## src/rtl/tdm_slot_mux.sv

```systemverilog
// TDM slot multiplexer: divides each frame of the free-running down-counter into NUM_CH slots and
// forwards the granted channel's beats onto one output. Define TDM_FRAME_CHECK_EN to enable counter-sequence checking.
module tdm_slot_mux #(
    parameter int  FRAME_COUNT = 255,
    parameter int  NUM_CH      = 4,
    parameter int  GUARD       = 2,
    parameter int  DW          = 8,
    localparam int SLOT_LEN    = (FRAME_COUNT + 1) / NUM_CH,
    localparam int CW          = $clog2(FRAME_COUNT) + 1,
    localparam int CHW         = (NUM_CH > 1) ? $clog2(NUM_CH) : 1
) (
    input  logic                 clk,
    input  logic                 rst,
    input  logic [CW-1:0]        cnt_in,
    input  logic [NUM_CH-1:0]    s_valid,
    input  logic [NUM_CH*DW-1:0] s_data,
    output logic [NUM_CH-1:0]    s_ready,
    output logic                 m_valid,
    output logic [DW-1:0]        m_data,
    output logic [CHW-1:0]       m_chan,
    output logic                 m_sos,
    output logic                 m_sof,
    output logic                 sync_err
);

    localparam int PW       = (SLOT_LEN > 1) ? $clog2(SLOT_LEN) : 1;
    localparam int OPEN_LEN = SLOT_LEN - GUARD;

    if ((FRAME_COUNT + 1) % NUM_CH != 0) begin : g_bad_num_ch
        $error("tdm_slot_mux: FRAME_COUNT+1 must be a multiple of NUM_CH");
    end
    if (GUARD < 0 || GUARD >= SLOT_LEN) begin : g_bad_guard
        $error("tdm_slot_mux: GUARD must satisfy 0 <= GUARD < SLOT_LEN");
    end

    typedef enum logic {UNSYNC = 1'b0, SYNC = 1'b1} state_t;

    state_t          state;
    logic [CHW-1:0]  slot;
    logic [PW-1:0]   pos;
    logic            at_top;
    logic            seq_bad;
    logic            active;
    logic            open;
    logic            transfer;
    logic [CHW-1:0]  cur_slot;
    logic [PW-1:0]   cur_pos;
    logic [CHW-1:0]  next_slot;
    logic [PW-1:0]   next_pos;
    logic [DW-1:0]   sel_data;

`ifdef TDM_FRAME_CHECK_EN
    logic [CW-1:0]   prev_cnt;
    logic [CW-1:0]   exp_cnt;
`endif

    // Slot position for this cycle, grant window, and the successor position.
    always_comb begin
        at_top = (cnt_in == CW'(FRAME_COUNT));
`ifdef TDM_FRAME_CHECK_EN
        exp_cnt = (prev_cnt == '0) ? CW'(FRAME_COUNT) : (prev_cnt - CW'(1));
        seq_bad = (state == SYNC) && (cnt_in != exp_cnt);
`else
        seq_bad = 1'b0;
`endif
        active   = (state == SYNC) && !seq_bad;
        // The counter top value always marks slot 0, position 0 (resync point).
        cur_slot = at_top ? '0 : slot;
        cur_pos  = at_top ? '0 : pos;
        open     = active && (int'(cur_pos) < OPEN_LEN);
        s_ready  = open ? (NUM_CH'(1) << cur_slot) : '0;
        transfer = open && s_valid[cur_slot];
        sel_data = s_data[cur_slot*DW +: DW];
        if (cur_pos == PW'(SLOT_LEN - 1)) begin
            next_pos  = '0;
            next_slot = (cur_slot == CHW'(NUM_CH - 1)) ? '0 : (cur_slot + CHW'(1));
        end else begin
            next_pos  = cur_pos + PW'(1);
            next_slot = cur_slot;
        end
    end

    // Sync FSM, slot/position tracking and registered output stage.
    always_ff @(posedge clk) begin
        if (rst) begin
            state    <= UNSYNC;
            slot     <= '0;
            pos      <= '0;
            m_valid  <= 1'b0;
            m_data   <= '0;
            m_chan   <= '0;
            m_sos    <= 1'b0;
            m_sof    <= 1'b0;
            sync_err <= 1'b0;
        end else begin
            case (state)
                UNSYNC: begin
                    if (at_top) begin
                        state <= SYNC;
                        slot  <= next_slot;
                        pos   <= next_pos;
                    end
                end
                SYNC: begin
                    if (seq_bad) begin
                        state <= UNSYNC;
                    end else begin
                        slot <= next_slot;
                        pos  <= next_pos;
                    end
                end
                default: state <= UNSYNC;
            endcase
            m_valid  <= transfer;
            if (transfer) begin
                m_data <= sel_data;
                m_chan <= cur_slot;
            end
            m_sos    <= active && (cur_pos == '0);
            m_sof    <= active && (cur_pos == '0) && (cur_slot == '0);
            sync_err <= seq_bad;
        end
    end

`ifdef TDM_FRAME_CHECK_EN
    // Previous counter value for the sequence check.
    always_ff @(posedge clk) begin
        if (rst) begin
            prev_cnt <= '0;
        end else begin
            prev_cnt <= cnt_in;
        end
    end
`endif

endmodule

```

## config.mk

```make
export PLATFORM = sky130hd
export DESIGN_NAME = tdm_slot_mux
export DESIGN_NICKNAME = d
export VERILOG_FILES = /design/src/rtl/tdm_slot_mux.sv
export SDC_FILE = /design/constraint.sdc
export NUM_CORES = 1
export LEC_CHECK = 0
export BUFFER_PORTS_ARGS = -buffer_cell sky130_fd_sc_hd__buf_2
export CAP_MARGIN = 20
export CORE_MARGIN = 4
export CORE_UTILIZATION = 52
export DETAILED_ROUTE_END_ITERATION = 12
export GPL_TIMING_DRIVEN = 1
export PLACE_DENSITY = 0.85
export RECOVER_POWER = 25
export SKIP_CTS_REPAIR_TIMING = 1
export SYNTH_ARGS = -nofsm -noshare
export SYNTH_HDL_FRONTEND = slang
export SYNTH_SLANG_ARGS = --single-unit
```

## constraint.sdc

```tcl
create_clock -name clk -period 3.3 [get_ports clk]
set_input_delay 0.165 -clock clk [delete_from_list [all_inputs] [get_ports clk]]
set_output_delay 0.165 -clock clk [all_outputs]
set_load 0.005 [all_outputs]
```

# Word-level counts from Yosys, hierarchy flattened
# Index checks and enable logic that the tools add are counted.
word_totals:
  regBits: 22
  in_bits: 47
  output_inout_bits: 18
  wordCells: 39
classes:
  n_addsub: 2
  n_lt_le_gt_ge: 2
  n_eq_ne: 4
  n_shift: 2
  n_mux: 14
  n_bitwise: 1
  reduce_logical: 6
ops:
  columns: ["op", "count"]
  rows:
  - ["variable part select 32 x 6 -> 8 bit", 1]
  - ["2-to-1 mux 6 bit", 3]
  - ["one-hot mux 6 bit (2 select lines)", 1]
  - ["== test 9 x 8 -> 1 bit, second input constant", 1]
  - ["2-to-1 mux 2 bit", 4]
  - ["adder 6 x 1 -> 6 bit, second input constant", 1]
  - ["== test 6 bit, second input constant", 1]
  - ["logical NOT 6 bit", 1]
  - ["< comparator 6 bit, second input constant", 1]
  - ["logical AND 1 bit", 4]
  - ["2-to-1 mux 4 bit", 1]
  - ["one-hot mux 2 bit (2 select lines)", 1]
  - ["<< shifter 1 x 2 -> 4 bit, first input constant", 1]
  - ["< comparator 2 x 3 -> 1 bit, second input constant", 1]
  - ["adder 2 x 1 -> 2 bit, second input constant", 1]
  - ["binary-select mux 1 bit (select 2 bit)", 1]
  - ["== test 2 bit, second input constant", 1]
  - ["logical NOT 2 bit", 1]
  - ["2-to-1 mux 1 bit", 2]
  - ["!= test 2 bit, second input constant", 1]
  - ["one-hot mux 1 bit (2 select lines)", 1]
  - ["NOT 1 bit", 1]

# Depth between registers and ports, before layout
logic_depth:
  depth_word: 7
  depth_mapped: 12
  ltp_nobuf: 10

# Least setup slack after synthesis
# No wires, ideal clock.
synth_timing:
  path_type: "input to register"
  start: "in cnt_in[8]"
  end: "reg pos[3]"
  setup_ns: 0.086
  arrival_ns: 1.964
  t_required_ns: 3.214
  setup_slack_ns: 1.251
  stages: 12
  n_path_buf: 2
  cell_sequence: "nand4b_4 -> or3_1 -> buf_6 -> buf_6 -> nand2_1 -> inv_1 -> ha_1 -> inv_1 -> o21ai_0 -> o21ai_2 -> nand4_1 -> a211oi_1"
synth_between:
  elab_chain_cells: 6
  word_cells_on_any_way: 8
  cone_classes: "1 x add/sub; 3 x eq/ne; 4 x mux"
synth_lines:
  columns: ["item", "line_no", "source"]
  rows:
  - ["start, declared", "14", "input logic [CW-1:0] cnt_in,"]
  - ["== test 9 x 8 -> 1 bit (*)", "59", "at_top = (cnt_in == CW'(FRAME_COUNT));"]
  - ["2-to-1 mux 6 bit", "69", "cur_pos = at_top ? '0 : pos;"]
  - ["adder 6 x 1 -> 6 bit or == test 6 bit (tied branches)", "78, 74", null]
  - ["2-to-1 mux 6 bit", "74", "if (cur_pos == PW'(SLOT_LEN - 1)) begin"]
  - ["2-to-1 mux 6 bit", "98", "if (at_top) begin"]
  - ["one-hot mux 6 bit (2 select lines)", "96", "case (state)"]
  - ["end signal, assigned", "101", "pos <= next_pos;"]
  - ["end signal, assigned", "109", "pos <= next_pos;"]
  - ["end, declared", "40", "logic [PW-1:0] pos;"]
# Mark *: on every way between the ends. The rest lies on a longest branch, timed or not. The select of a mux whose other input is x is not followed.
# A chain may end at the register's enable or synchronous reset.

# Worst setup path after layout
# Ends and elaborated chain as after synthesis.

==> flow_results.org <==
** Outcome
- The run finished with clean final reports.

** Floorplan
- Floorplan die area :: 4090 sq um
- The die is 63.9 um wide.
- In this run the vertical extent of the chip is 63.9 um.
- Effective utilization at floorplan :: 53.7%
- Ports placed on the boundary :: 65
- The total area inside the core boundary comes to 3030 sq um.
- Count of standard-cell rows :: 20

** GRT
- First-pass GRT wire length :: 6250 um
- The total overflow left after global routing is 0.
- Number of antenna violations at the first check in global routing :: 0
- Global routing used 18.9% of the available tracks.
- The via count of the first global-routing pass was 1,465.
- Entering global routing, the biggest net connects 34 pins.

** STA
- Setup violations remaining at the end of the flow were counted as 0.
- Unrepaired setup endpoints after global routing :: false
- Slew @ Worst Pin :: 0.598 ns
- Between clock sinks in the finished design, the worst skew comes to 0.00584 ns.
- The number of max-slew violations in the final report came to 0.
- Timing would allow up to 484 MHz.
- Final cycle utilization of the critical path :: 62.6%
- In the final timing run, aggregate negative setup slack is 0 ns.
- Number of failing hold endpoints at the final stage :: 0
- In the post-route analysis, the smallest setup slack over all paths is 1.24 ns.
- The routed design could run at a clock period as short as 2.06 ns.
- Remaining max-slew budget at the tightest pin :: 60.1%

** Route
- Detailed routing placed a total of 247 um of wire on met3.
- Using the TritonRoute via totals, the vias-per-cell ratio works out to 5.27.
- Once detail routing completed, the nets flagged for antenna violations numbered 0.
- The first TritonRoute pass finished after 4 iterations.
- After the first detailed-routing iteration, the DRC count stood at 54.
- The routed layout has 1,508 vias.
- The detailed router used layers up to and including met4.
- Final Routed Wirelength :: 3750 um
- Sum of met2 wire segment lengths after detailed routing :: 1820 um
- Met1 wire length :: 1650 um
- In the routed design, unresolved DRC markers number 0.
- Dividing the detail-routed wire length by the instance count gives 13.1 um.

** Placed design
- RePlAce Congestion :: 0.830
- Port Buffers :: 63
- Detailed placement ended at an HPWL of 2790 um.
- Number of cells after detailed placement :: 282
- Post-place setup slack :: 0.897 ns

** Critical path
- STA classifies the critical path endpoint as a flip-flop.
- Worst-path fanout max :: 17
- For the worst setup path, the data required time is 3.53 ns.
- Arrival time of the worst setup path :: 2.29 ns
- Internal reg-to-reg setup slack :: 1.47 ns
- Worst setup path end :: pos[3]$_SDFFE_PP0P_
- STA classifies the critical path startpoint as an input pin.
- Tracing the worst setup path back leads to its startpoint at cnt_in[8].
- Type of the setup path with the least slack :: input pin to flip-flop
- The number of cells on the worst reg-to-reg path is 5.
- FF-to-FF Start :: slot[1]$_SDFFE_PP0P_
- The endpoint identified for the worst register-to-register timing path is m_data[1]$_SDFFE_PP0P_.

** Power
- Part of the power in combinational logic :: 10.1%
- Clock power frac :: 39.5%
- IR analysis of the VDD net gives a maximum drop of 0.198 mV.
- In this run switching power makes up 20.5% of total power.
- Internal power summed over all cells :: 0.000419 W
- Summed over all cells, the static leakage comes to 0.890 nW.
- In this run the power spent charging and discharging nets is 0.000108 W.
- PD cells :: 271 nW/um^2
- Part of the power in registers :: 50.5%

** CTS
- Post-CTS clock slew at the launch and capture registers of the worst setup and hold paths :: 0.13 ns
- Worst-skew pair later-pin latency :: 0.31 ns
- CTS Sinks :: 22
- No sink is reached through more buffers than the 2 on the longest clock path.
- TritonCTS built the clock tree.
- Cts bufs inserted :: 3
- CTS built an H-tree with a depth of 1.
- Clk root buf :: clkbuf_4

** Cells and area
- At the end of the flow the core is filled with cells to 64.2%.
- The repair_antennas step left the layout with diodes totalling 0.
- Cells with a size suffix above 1 make up 36.0% of the layout.
- Number of standard cells in the final layout excluding fillers :: 286
- Compared with the post-synthesis result, the final layout area differs by 19.5%.
- The final layout contains 296 nets.

** Yosys
- The largest total area in the synthesized netlist belongs to dfxtp_1.
- The Yosys step of the flow raised 0 warnings.
- The mapped netlist covers 1630 sq um.
- Total of flip-flops plus latches after synthesis :: 22
- For this run, the register share of the synthesized area comes to 27.1%.
- Synthesis instantiated 45 different standard cells from the library.
- After synthesis, the cell types taking the most area are dfxtp_1 (27%), mux2_4 (8.3%), nor2b_1 (7.3%), nor2_1 (5.1%), a2111oi_0 (4.8%).
- In the synthesized netlist the async set-or-reset flop fraction comes to 0%.
- In this run, synthesis inferred 0 flip-flops with an integrated enable.
- Synth top area share :: 27.1%
- Number of nets in the synthesized netlist :: 241
- Among all flip-flop cells after synthesis, the most frequent one is dfxtp_1.
- The commonest cells after synthesis are dfxtp_1 (22), nor2_1 (22), nor2b_1 (19).
- Post-synthesis average cell area :: 8.65 sq um
- After technology mapping, the gate count stands at 188.

** Flow run
- Across the run, the number of max-cap violations was 0.

** Hold path
- Kind of path behind the tightest hold check :: input pin to flip-flop
## kinds of logic (layout without fill, tap and decap cells)
group	after synthesis	count (layout)	share of synthesized area, %
XOR/XNOR	2	2	1.08
AND/OR/NAND/NOR	80	80	27.2
other	1	1	0.231
adder cells (fa/ha/maj)	6	6	4.62
flip-flops	22	22	27.1
buffers and inverters	26	80	9.77
multiplexers	12	12	10.2
AO/OA/AOI/OAI	39	39	19.8
## state kept, by name (all words and copies together) (netlist names)
signal   count
m_data       8
pos          6
m_valid      1
m_sos        1
m_sof        1
m_chan       2
active       1
slot         2
## power groups by stage
stage	registers [W]	clock network, W	logic, W
CTS	0.000266	0.000212	0.0000533
global route	0.000266	0.000226	0.0000588
floorplan	0.000272	0	0.0000229
finish	0.000266	0.000208	0.0000531
global placement	0.000272	0	0.0000525
detailed placement	0.000272	0	0.0000530
## worst min-delay path by stage
stage / endpoint / depth (start not counted) / start
6_report: m_valid$_SDFF_PP0_ / 2 / rst
5_1_grt: pos[1]$_SDFFE_PP0P_ / 2 / rst
4_1_cts: m_valid$_SDFF_PP0_ / 2 / rst
3_5_place_dp: pos[5]$_SDFFE_PP0P_ / 2 / pos[5]$_SDFFE_PP0P_
3_3_place_gp: pos[5]$_SDFFE_PP0P_ / 2 / pos[5]$_SDFFE_PP0P_
2_1_floorplan: m_data[4]$_SDFFE_PP0P_ / 2 / rst
## per-stage QoR
stage | area [sq um] | power (W) | hold slack [ns]
CTS | 1950 | 0.000531 | 0.301
floorplan | 1630 | 0.000295 | 0.391
finish | 1940 | 0.000527 | 0.306
detailed placement | 1890 | 0.000325 | 0.488
global placement | 1890 | 0.000324 | 0.480
global route | 1940 | 0.000551 | 0.321
## cell usage in the layout (no fill, tap or decap), types with 2 or more instances in the layout
master / synthesis / final
dfxtp_1: 22 / 22
a2111oi_0: 9 / 9
nor2b_1: 19 / 19
clkbuf_4: 0 / 3
nor3_1: 4 / 4
nand2_1: 12 / 12
nand4_1: 3 / 3
clkbuf_1: 3 / 2
a211oi_1: 2 / 2
a21oi_1: 3 / 3
nand2b_1: 8 / 8
ha_1: 6 / 6
o22ai_1: 8 / 8
buf_4: 1 / 2
inv_1: 10 / 10
nand3_1: 2 / 2
a2111oi_1: 7 / 7
buf_2: 3 / 61
mux2_4: 9 / 9
mux2i_1: 2 / 2
o21ai_2: 3 / 3
o21ai_0: 2 / 2
nor2_1: 22 / 22
## area by class of cell
class | count | area, sq um
fillers | 263 | 1080
multi-input cells | 140 | 1030
flip-flops and latches | 22 | 440
repair buffers | 65 | 328
well taps | 44 | 55.1
inverters | 11 | 41.3
clock inverters | 1 | 30.0
clock buffers | 3 | 22.5
## critical path, stage by stage
cell	delay, ns
buf_2	0.09
nand4b_4	0.19
or3_1	0.64
nand2_1	0.19
inv_1	0.05
ha_1	0.21
inv_1	0.06
o21ai_0	0.16
o21ai_2	0.20
nand4_1	0.10
a211oi_1	0.21
## routing by layer
metal | track usage [%] | vias up
met3 | 3.51 | 4
met1 | 23.0 | 686
met2 | 33.2 | 47
met5 | 0 | -
met4 | 5.93 | 0
li1 | - | 771
(Power assumes the default switching activity.)
